### config.mk
export PLATFORM = sky130hd
export DESIGN_NAME = burst_line_adapter
export DESIGN_NICKNAME = d
export VERILOG_FILES = /design/src/rtl/burst_line_adapter.sv
export SDC_FILE = /design/constraint.sdc
export NUM_CORES = 1
export LEC_CHECK = 0
export ABC_AREA = 0
export BUFFER_PORTS_ARGS = -buffer_cell sky130_fd_sc_hd__buf_2
export CORE_ASPECT_RATIO = 1.1
export CORE_MARGIN = 2
export CORE_UTILIZATION = 30
export CTS_BUF_LIST = sky130_fd_sc_hd__clkbuf_8
export DETAILED_ROUTE_END_ITERATION = 7
export RECOVER_POWER = 100
export REMOVE_ABC_BUFFERS = 1
export SKIP_LAST_GASP = 1
export SLEW_MARGIN = 25
export SYNTH_ARGS = -nofsm -noshare
export SYNTH_HDL_FRONTEND = slang
export SYNTH_SLANG_ARGS = --single-unit
### constraint.sdc
create_clock -name clk -period 2.4 [get_ports clk]
set_input_delay 0.12 -clock clk [delete_from_list [all_inputs] [get_ports clk]]
set_output_delay 0.12 -clock clk [all_outputs]
set_load 0.03 [all_outputs]
### src/rtl/burst_line_adapter.sv
// burst_line_adapter: converts one cache-line request into a single RAM burst,
// serialising write lines into beats and gathering read beats back into a line.
module burst_line_adapter #(
    parameter int AddressBitWidth = 4,
    parameter int DataBitWidth = 64,
    parameter int BurstDataCount = 4,
    localparam int LineBitWidth = DataBitWidth * BurstDataCount,
    localparam int BeatBits = $clog2(BurstDataCount),
    localparam int LineAddrBitWidth = AddressBitWidth - BeatBits
) (
    input  logic                        clk,
    input  logic                        rst_n,
    input  logic                        req_valid,
    output logic                        req_ready,
    input  logic                        req_write,
    input  logic [LineAddrBitWidth-1:0] req_line_addr,
    input  logic [LineBitWidth-1:0]     req_wr_line,
    output logic                        resp_valid,
    output logic                        resp_write,
    output logic [LineBitWidth-1:0]     resp_rd_line,
    output logic                        ram_cmd,
    output logic                        ram_cmd_en,
    output logic [AddressBitWidth-1:0]  ram_addr,
    output logic [DataBitWidth-1:0]     ram_wr_data,
    output logic [DataBitWidth/8-1:0]   ram_data_mask,
    input  logic [DataBitWidth-1:0]     ram_rd_data,
    input  logic                        ram_rd_data_valid,
    input  logic                        ram_init_calib,
    input  logic                        ram_busy
);
    localparam logic [2:0] WAIT_CALIB  = 3'd0;
    localparam logic [2:0] IDLE        = 3'd1;
    localparam logic [2:0] ISSUE       = 3'd2;
    localparam logic [2:0] WRITE_BEATS = 3'd3;
    localparam logic [2:0] READ_WAIT   = 3'd4;
    localparam logic [2:0] DONE        = 3'd5;
    localparam logic [BeatBits-1:0] LAST_BEAT = BeatBits'(BurstDataCount - 1);

    logic [2:0]                  state_q, state_d;
    logic [BeatBits-1:0]         beat_q, beat_d;
    logic [LineBitWidth-1:0]     line_q, line_d, rd_line_q, rd_line_d;
    logic [LineAddrBitWidth-1:0] addr_q, addr_d;
    logic                        write_q, write_d;

    always_comb begin
        state_d = state_q;
        beat_d = beat_q;
        line_d = line_q;
        rd_line_d = rd_line_q;
        addr_d = addr_q;
        write_d = write_q;
        case (state_q)
            WAIT_CALIB: state_d = ram_init_calib ? IDLE : WAIT_CALIB;
            IDLE: if (req_valid) begin
                state_d = ISSUE;
                addr_d = req_line_addr;
                line_d = req_wr_line;
                write_d = req_write;
            end
            // word0 goes out with the command, so a write continues from beat 1
            ISSUE: if (!ram_busy) begin
                state_d = write_q ? WRITE_BEATS : READ_WAIT;
                beat_d = write_q ? BeatBits'(1) : '0;
            end
            WRITE_BEATS: begin
                beat_d = beat_q + BeatBits'(1);
                state_d = (beat_q == LAST_BEAT) ? DONE : WRITE_BEATS;
            end
            READ_WAIT: if (ram_rd_data_valid) begin
                line_d[int'(beat_q)*DataBitWidth +: DataBitWidth] = ram_rd_data;
                beat_d = beat_q + BeatBits'(1);
                if (beat_q == LAST_BEAT) begin
                    state_d = DONE;
                    rd_line_d = line_d;
                end
            end
            DONE: state_d = IDLE;
            default: state_d = WAIT_CALIB;
        endcase
    end

    always_ff @(posedge clk or negedge rst_n) begin
        if (!rst_n) begin
            state_q <= WAIT_CALIB;
            beat_q <= '0;
            line_q <= '0;
            rd_line_q <= '0;
            addr_q <= '0;
            write_q <= 1'b0;
        end else begin
            state_q <= state_d;
            beat_q <= beat_d;
            line_q <= line_d;
            rd_line_q <= rd_line_d;
            addr_q <= addr_d;
            write_q <= write_d;
        end
    end

    assign req_ready = state_q == IDLE;
    assign ram_cmd_en = (state_q == ISSUE) && !ram_busy;
    assign ram_cmd = write_q;
    assign ram_addr = {addr_q, {BeatBits{1'b0}}};
    assign ram_wr_data = line_q[int'(beat_q)*DataBitWidth +: DataBitWidth];
    assign ram_data_mask = '0;
    assign resp_valid = state_q == DONE;
    assign resp_write = write_q;
    assign resp_rd_line = rd_line_q;
endmodule
==> out/summary.txt, run 1 <==
CP required: 2.28 ns
most common cell after layout, fill and taps aside: dfrtp_1
Max IR drop VDD: 0.981 mV
clk root buf: clkbuf_8
clk sink count: 520
status: complete, but fails checks
reg2reg start: beat_q[1]$_DFFE_PN0P_
Hold Path Cell Cnt: 3
type of the most critical hold path: in2reg
I/O pin count: 666
failing checks: negative setup slack
Synth Instances: 2,646
yosys warns: 0
hold wc startpoint: req_line_addr[1]
# rows: 114
# fillers: 8,598
setup slack at placement: 0.101 ns
nets: 3,927
Worst-path clk slew: 0.06 ns
DRT antenna net count: 0
# setup viols final: 7
layout cell share with drive strength beyond 1: 20.7%
Worst slew margin: 24.4%
final hold viol count: 0
maxcap violations: 0
Final Instance Area: 36,900 um^2
DR vias/cell: 5.68
cell area power density: 1480 nW/um^2
gr ovfl total: 0
Initial Utilization: 30.2%
placed cell area: 31,600 um^2
Layout area overhead: 39.6%
hold endpoint: addr_q[1]$_DFFE_PN0P_
Via Count: 27,400
global-route wire length before repair: 171,000 um
CP endpoint kind: output port
Max Fanout on Critical Path: 9
DRT Wirelength: 120,000 um
Die Y: 315 um
leak pwr: 16.2 nW
CTS tree: yes
First DRT Iteration DRCs: 2,730
Reg2Reg Setup Slack: 0 ns
R2R cell count: 8
detailed placement HPWL: 74,100 um
vias in the first global route: 26,800
largest net degree at the start of global routing: 120
Netlist Area Pre-Place: 26,400 um^2
Total GRT Usage: 25.0%
Clock Latency Late Sink: 0.70 ns
Mean Syn Cell Area: 9.99 um^2
Post-synth EDFFs: 0
IO Port Bufs: 655
Worst Skew: 0.0355 ns
die area: 90,500 um^2
Primary FF master, synth: dfrtp_1
hold slack final: 0.222 ns
Distinct cells, synth: 54
Worst Tran Pin Value: 1.13 ns
H-tree Lvls: 3
initial antenna violation count: 6
ys async rst share: 100%
Worst Path Arrival: 2.32 ns
setup ws final: -0.0356 ns
#FFs+latches synth: 520
DRC errors left: 0
cts bufs inserted: 91
Pins Over Slew Limit: 0
Final GP Congestion: 0.845
Startpoint Class: flip-flop
Bufs on Longest Clock Path: 3
First-pass DRT Iterations: 5
FF-to-FF End: line_q[60]$_DFFE_PN0P_
Max Clk Rate: 411 MHz
Tcrit/Tclk final: 101%
Tmin final: 2.44 ns
critical path class: reg2out
RSZ-0062 raised after global routing: yes
sequential share of the synthesized area: 49.2%
post-DR wirelength/cell: 24.8 um
core footprint: 87,600 um^2
Chip Width: 287 um
commonest non-fill, non-tap cells in the layout: 518 x dfrtp_1, 517 x a21oi_1, 347 x buf_2, 331 x dlygate4sd3_1, 269 x clkbuf_1
-- synthesized netlist by cell type (all sizes together), types with 2 or more instances --
cell type  count  area share (%)
a22oi        135             3.8
a31oi         59             1.4
a2bb2oi       52             1.8
buf          158             3.4
nor2b        135             3.2
mux2           9            0.38
o31ai          2           0.057
and3         119             2.8
nand3         53             1.0
nor4bb         2           0.076
ha             6            0.28
a21o          64             1.8
nand4bb        2           0.085
and3b          3           0.099
o2bb2ai      186             6.2
clkbuf       123             1.7
and4           2           0.066
inv            6           0.085
a211oi        12            0.34
nor2         266             3.8
o21ai         61             1.2
a21oi        517             9.8
dfrtp        520              49
a32oi          9            0.30
and2           4           0.095
nand2         58            0.82
mux4          64             5.5
a211o          2           0.066
-- timing repair --
action | CTS | global route
setup buffers | 9 | 2
pin swaps | 0 | 3
resized for setup | 109 | 8
hold buffers | 331 | 0
hold endpoints to repair | 984 | 0
cloned | 9 | 5
setup endpoints to repair | 63 | 164
-- per-layer routing --
metal  global-route usage, %  wire [um]
met1                    32.0      46300
met3                    5.04      11200
met5                       0         13
met2                    39.5      55100
met4                    14.0       7100
-- critical path, stage by stage, from the launching register on --
cell and delay, ns:
dfrtp_4 0.48, buf_12 0.15, buf_12 0.12, buf_16 0.16
mux4_2 0.51, buf_4 0.20
-- report_power, final --
part	switching (W)	internal [W]
sequential	0.00334	0.0131
clock	0.00400	0.00457
combinational	0.0187	0.0109
total	0.0260	0.0286
-- per-stage QoR --
step           power [W]   TNS, ns  cells  utilization [%]
2_1_floorplan     0.0335  -3067.95   2374                -
3_3_place_gp      0.0438         0   4303             36.0
3_5_place_dp      0.0440         0   4303             36.0
4_1_cts           0.0550     -3.14   4815             42.8
5_1_grt           0.0571     -7.26   4825             42.1
6_report          0.0546   -0.0880   4826             42.1
-- cells by family (layout without fill, tap and decap cells) --
group | Yosys count | after routing | share of synthesized area, %
compound gates | 1104 | 1104 | 27.0
fa+ha+maj | 6 | 6 | 0.284
buf+inv | 288 | 1295 | 5.25
flops | 520 | 520 | 49.2
mux | 73 | 73 | 5.83
other cells | 1 | 14 | 0.0142
simple gates | 654 | 654 | 12.4
-- sequential cells by signal (all words and copies together) (netlist names) --
signal        count
addr_q            2
beat_q            2
line_q          256
ram_cmd           1
resp_rd_line    256
state_q           3
-- how the worst max path moves through the flow --
stage	to	start
6_report	ram_wr_data[23]	beat_q[0]$_DFFE_PN0P_
3_3_place_gp	line_q[243]$_DFFE_PN0P_	beat_q[1]$_DFFE_PN0P_
5_1_grt	ram_wr_data[63]	beat_q[0]$_DFFE_PN0P_
4_1_cts	ram_wr_data[33]	beat_q[0]$_DFFE_PN0P_
2_1_floorplan	line_q[192]$_DFFE_PN0P_	beat_q[0]$_DFFE_PN0P_
3_5_place_dp	line_q[238]$_DFFE_PN0P_	beat_q[1]$_DFFE_PN0P_
-- final cells by class --
cell class / count / area, um^2 / share of cell area [%]
repair buffers: 1125 / 8350 / 22.6
clock buffers: 116 / 1600 / 4.33
diodes: 4 / 10.0 / 0.0271
flip-flops and latches: 520 / 13000 / 35.3
clock inverters: 47 / 275 / 0.746
well taps: 1160 / 1450 / 3.93
inverters: 7 / 30.0 / 0.0814
multi-input cells: 1847 / 12200 / 33.0
(Power assumes the default switching activity.)
==> run 2, diff against run 1 <==
--- a/config.mk
+++ b/config.mk
@@ -9,5 +9,4 @@
 export BUFFER_PORTS_ARGS = -buffer_cell sky130_fd_sc_hd__buf_2
 export CORE_ASPECT_RATIO = 1.1
-export CORE_MARGIN = 2
 export CORE_UTILIZATION = 30
 export CTS_BUF_LIST = sky130_fd_sc_hd__clkbuf_8
@@ -16,5 +15,4 @@
 export REMOVE_ABC_BUFFERS = 1
 export SKIP_LAST_GASP = 1
-export SLEW_MARGIN = 25
 export SYNTH_ARGS = -nofsm -noshare
 export SYNTH_HDL_FRONTEND = slang
==> constraint.sdc (replaced) <==
create_clock -name clk -period 2.4 [get_ports clk]
set_input_delay 0.24 -clock clk [delete_from_list [all_inputs] [get_ports clk]]
set_output_delay 0.24 -clock clk [all_outputs]
set_load 0.03 [all_outputs]
==> out/summary.txt, run 2 (synthesis results as in run 1) <==
DRT antenna net count: 0 (unchanged)
CTS tree: yes
Placed Cells: 4,322 (+0.44%)
CP required: 2.16 ns (-0.12 ns)
Flop pwr share: 29.9% (-0.2 points)
clk root buf: clkbuf_8
Clk network pwr share: 15.8% (about the same)
I/O pin count: 666 (unchanged)
initial antenna violation count: 8 (+2)
# setup viols final: 122 (+115)
leak pwr: 16.4 nW (+0.92%)
cell area power density: 1480 nW/um^2 (+0.25%)
RSZ-0062 raised after global routing: yes
Tmin final: 2.59 ns (+0.158 ns)
Tcrit/Tclk final: 108% (+6.6 points)
cts bufs inserted: 93 (+2.2%)
type of the most critical hold path: in2reg
Worst Tran Pin Value: 1.84 ns (+0.705 ns)
Max IR drop VDD: 0.911 mV (-7.1%)
First DRT Iteration DRCs: 2,869 (+5.1%)
Bufs on Longest Clock Path: 3 (unchanged)
H-tree Lvls: 3 (unchanged)
Die Y: 313 um (-0.63%)
DRC errors left: 0 (unchanged)
core footprint: 86,800 um^2 (-0.88%)
detailed placement HPWL: 75,300 um (+1.6%)
Switching Fraction: 47.3% (-0.38 points)
most common cell after layout, fill and taps aside: a21oi_1
final hold viol count: 0 (unchanged)
Int Power: 0.0291 W (+2.0%)
layout cell share with drive strength beyond 1: 21.4% (+0.74 points)
hold slack final: 0.0959 ns (-0.127 ns)
CP endpoint kind: output port
DR vias/cell: 5.64 (-0.69%)
Worst-path clk slew: 0.06 ns (about the same)
First-pass DRT Iterations: 6 (+1)
die area: 89,300 um^2 (-1.3%)
largest net degree at the start of global routing: 121 (+0.83%)
DRT Wirelength: 119,000 um (-0.81%)
Clock Latency Late Sink: 0.72 ns (+0.02 ns)
post-DR wirelength/cell: 24.5 um (-1.1%)
Initial Utilization: 30.5% (+0.27 points)
Worst Path Arrival: 2.35 ns (+0.03 ns)
Worst slew margin: -22.6% (-47 points)
gr ovfl total: 0 (unchanged)
global-route wire length before repair: 173,000 um (+0.97%)
combinational power share: 54.3% (about the same)
Via Count: 27,300 (-0.36%)
commonest non-fill, non-tap cells in the layout: 517 x a21oi_1, 516 x dfrtp_1, 337 x buf_2, 327 x dlygate4sd3_1
critical path class: reg2out
Max Fanout on Critical Path: 4 (-5)
Worst Skew: 0.0298 ns (-0.00573 ns)
Final GP Congestion: 0.881 (+4.2%)
Total GRT Usage: 25.4% (+0.43 points)
IO Port Bufs: 655 (unchanged)
Layout area overhead: 41.0%
setup ws final: -0.194 ns (-0.158 ns)
Startpoint Class: flip-flop
non-filler instance count after layout: 4,842 (+0.33%)
failing checks: max-capacitance violations, max-slew violations, negative setup slack
Pins Over Slew Limit: 58 (+58)
status: complete, but fails checks
nets: 3,949 (+0.56%)
maxcap violations: 1 (+1)
vias in the first global route: 27,400 (+2.2%)
Total Neg Setup Slack: -12.21 ns (-12.12 ns)
Reg2Reg Setup Slack: -0.10 ns (-0.10 ns)
Max Clk Rate: 386 MHz (-6.1%)
Sw Pwr: 0.0262 W (+0.43%)
clk sink count: 520 (unchanged)
Chip Width: 285 um (-0.70%)
# rows: 113 (-0.88%)
[run 2: layout make-up]
type                            instances  area, um^2
Fill cell                            8456       49500
Sequential cell                       520       13000
Multi-Input combinational cell       1847       12200
Timing Repair Buffer                 1145        8680
Clock buffer                          111        1530
Tap cell                             1150        1440
Clock inverter                         50         370
Inverter                                7        32.5
Antenna cell                           12        30.0
[run 2: timing repair]
action,4_1_cts,5_1_grt
buffers inserted,10,5
cloned,4,4
pin swaps,0,1
resized for setup,94,63
setup endpoints to repair,67,78
hold buffers,327,0
hold endpoints to repair,801,0
[run 2: metal layers]
metal	vias to the layer above	share of wire, %	GRT usage (%)	routed length, um
met2	1646	46	40.0	54700
met3	396	8.7	5.38	10300
li1	11800	-	-	-
met5	-	0.013	0	15
met1	13500	40	32.9	47500
met4	2	5.3	13.0	6270
[run 2: power by group through the flow]
stage	Sequential (W)	Combinational, W	Clock [W]
finish	0.0165	0.0300	0.00874
global placement	0.0164	0.0277	0
CTS	0.0164	0.0299	0.00890
floorplan	0.0202	0.0133	0
detailed placement	0.0165	0.0280	0
global route	0.0170	0.0316	0.00928
[run 2: through the flow]
step	setup WS [ns]	area [um^2]	power (W)	utilization, %
CTS	-0.283	37500	0.0552	43.2
global placement	0.209	31800	0.0441	36.7
detailed placement	0.172	31800	0.0444	36.7
global route	-0.284	37300	0.0579	42.9
floorplan	-7.57	25100	0.0335	-
finish	-0.194	37300	0.0553	42.9
[run 2: path summary, 6_finish.rpt]
path | from | cells after the start | endpoint
max | beat_q[0]$_DFFE_PN0P_ | 6 | ram_wr_data[33]
min | req_wr_line[161] | 4 | line_q[161]$_DFFE_PN0P_
max reg2reg | beat_q[0]$_DFFE_PN0P_ | 9 | line_q[29]$_DFFE_PN0P_
min reg2reg | line_q[77]$_DFFE_PN0P_ | 1 | line_q[77]$_DFFE_PN0P_
max in group asynchronous | rst_n | 4 | addr_q[0]$_DFFE_PN0P_
min in group asynchronous | rst_n | 2 | line_q[130]$_DFFE_PN0P_
[run 2: critical path, cell delays in order (launching register included)]
cell and delay [ns]:
dfrtp_4 0.49, buf_12 0.14, buf_8 0.13, buf_16 0.13, buf_12 0.13, mux4_2 0.47
buf_6 0.17
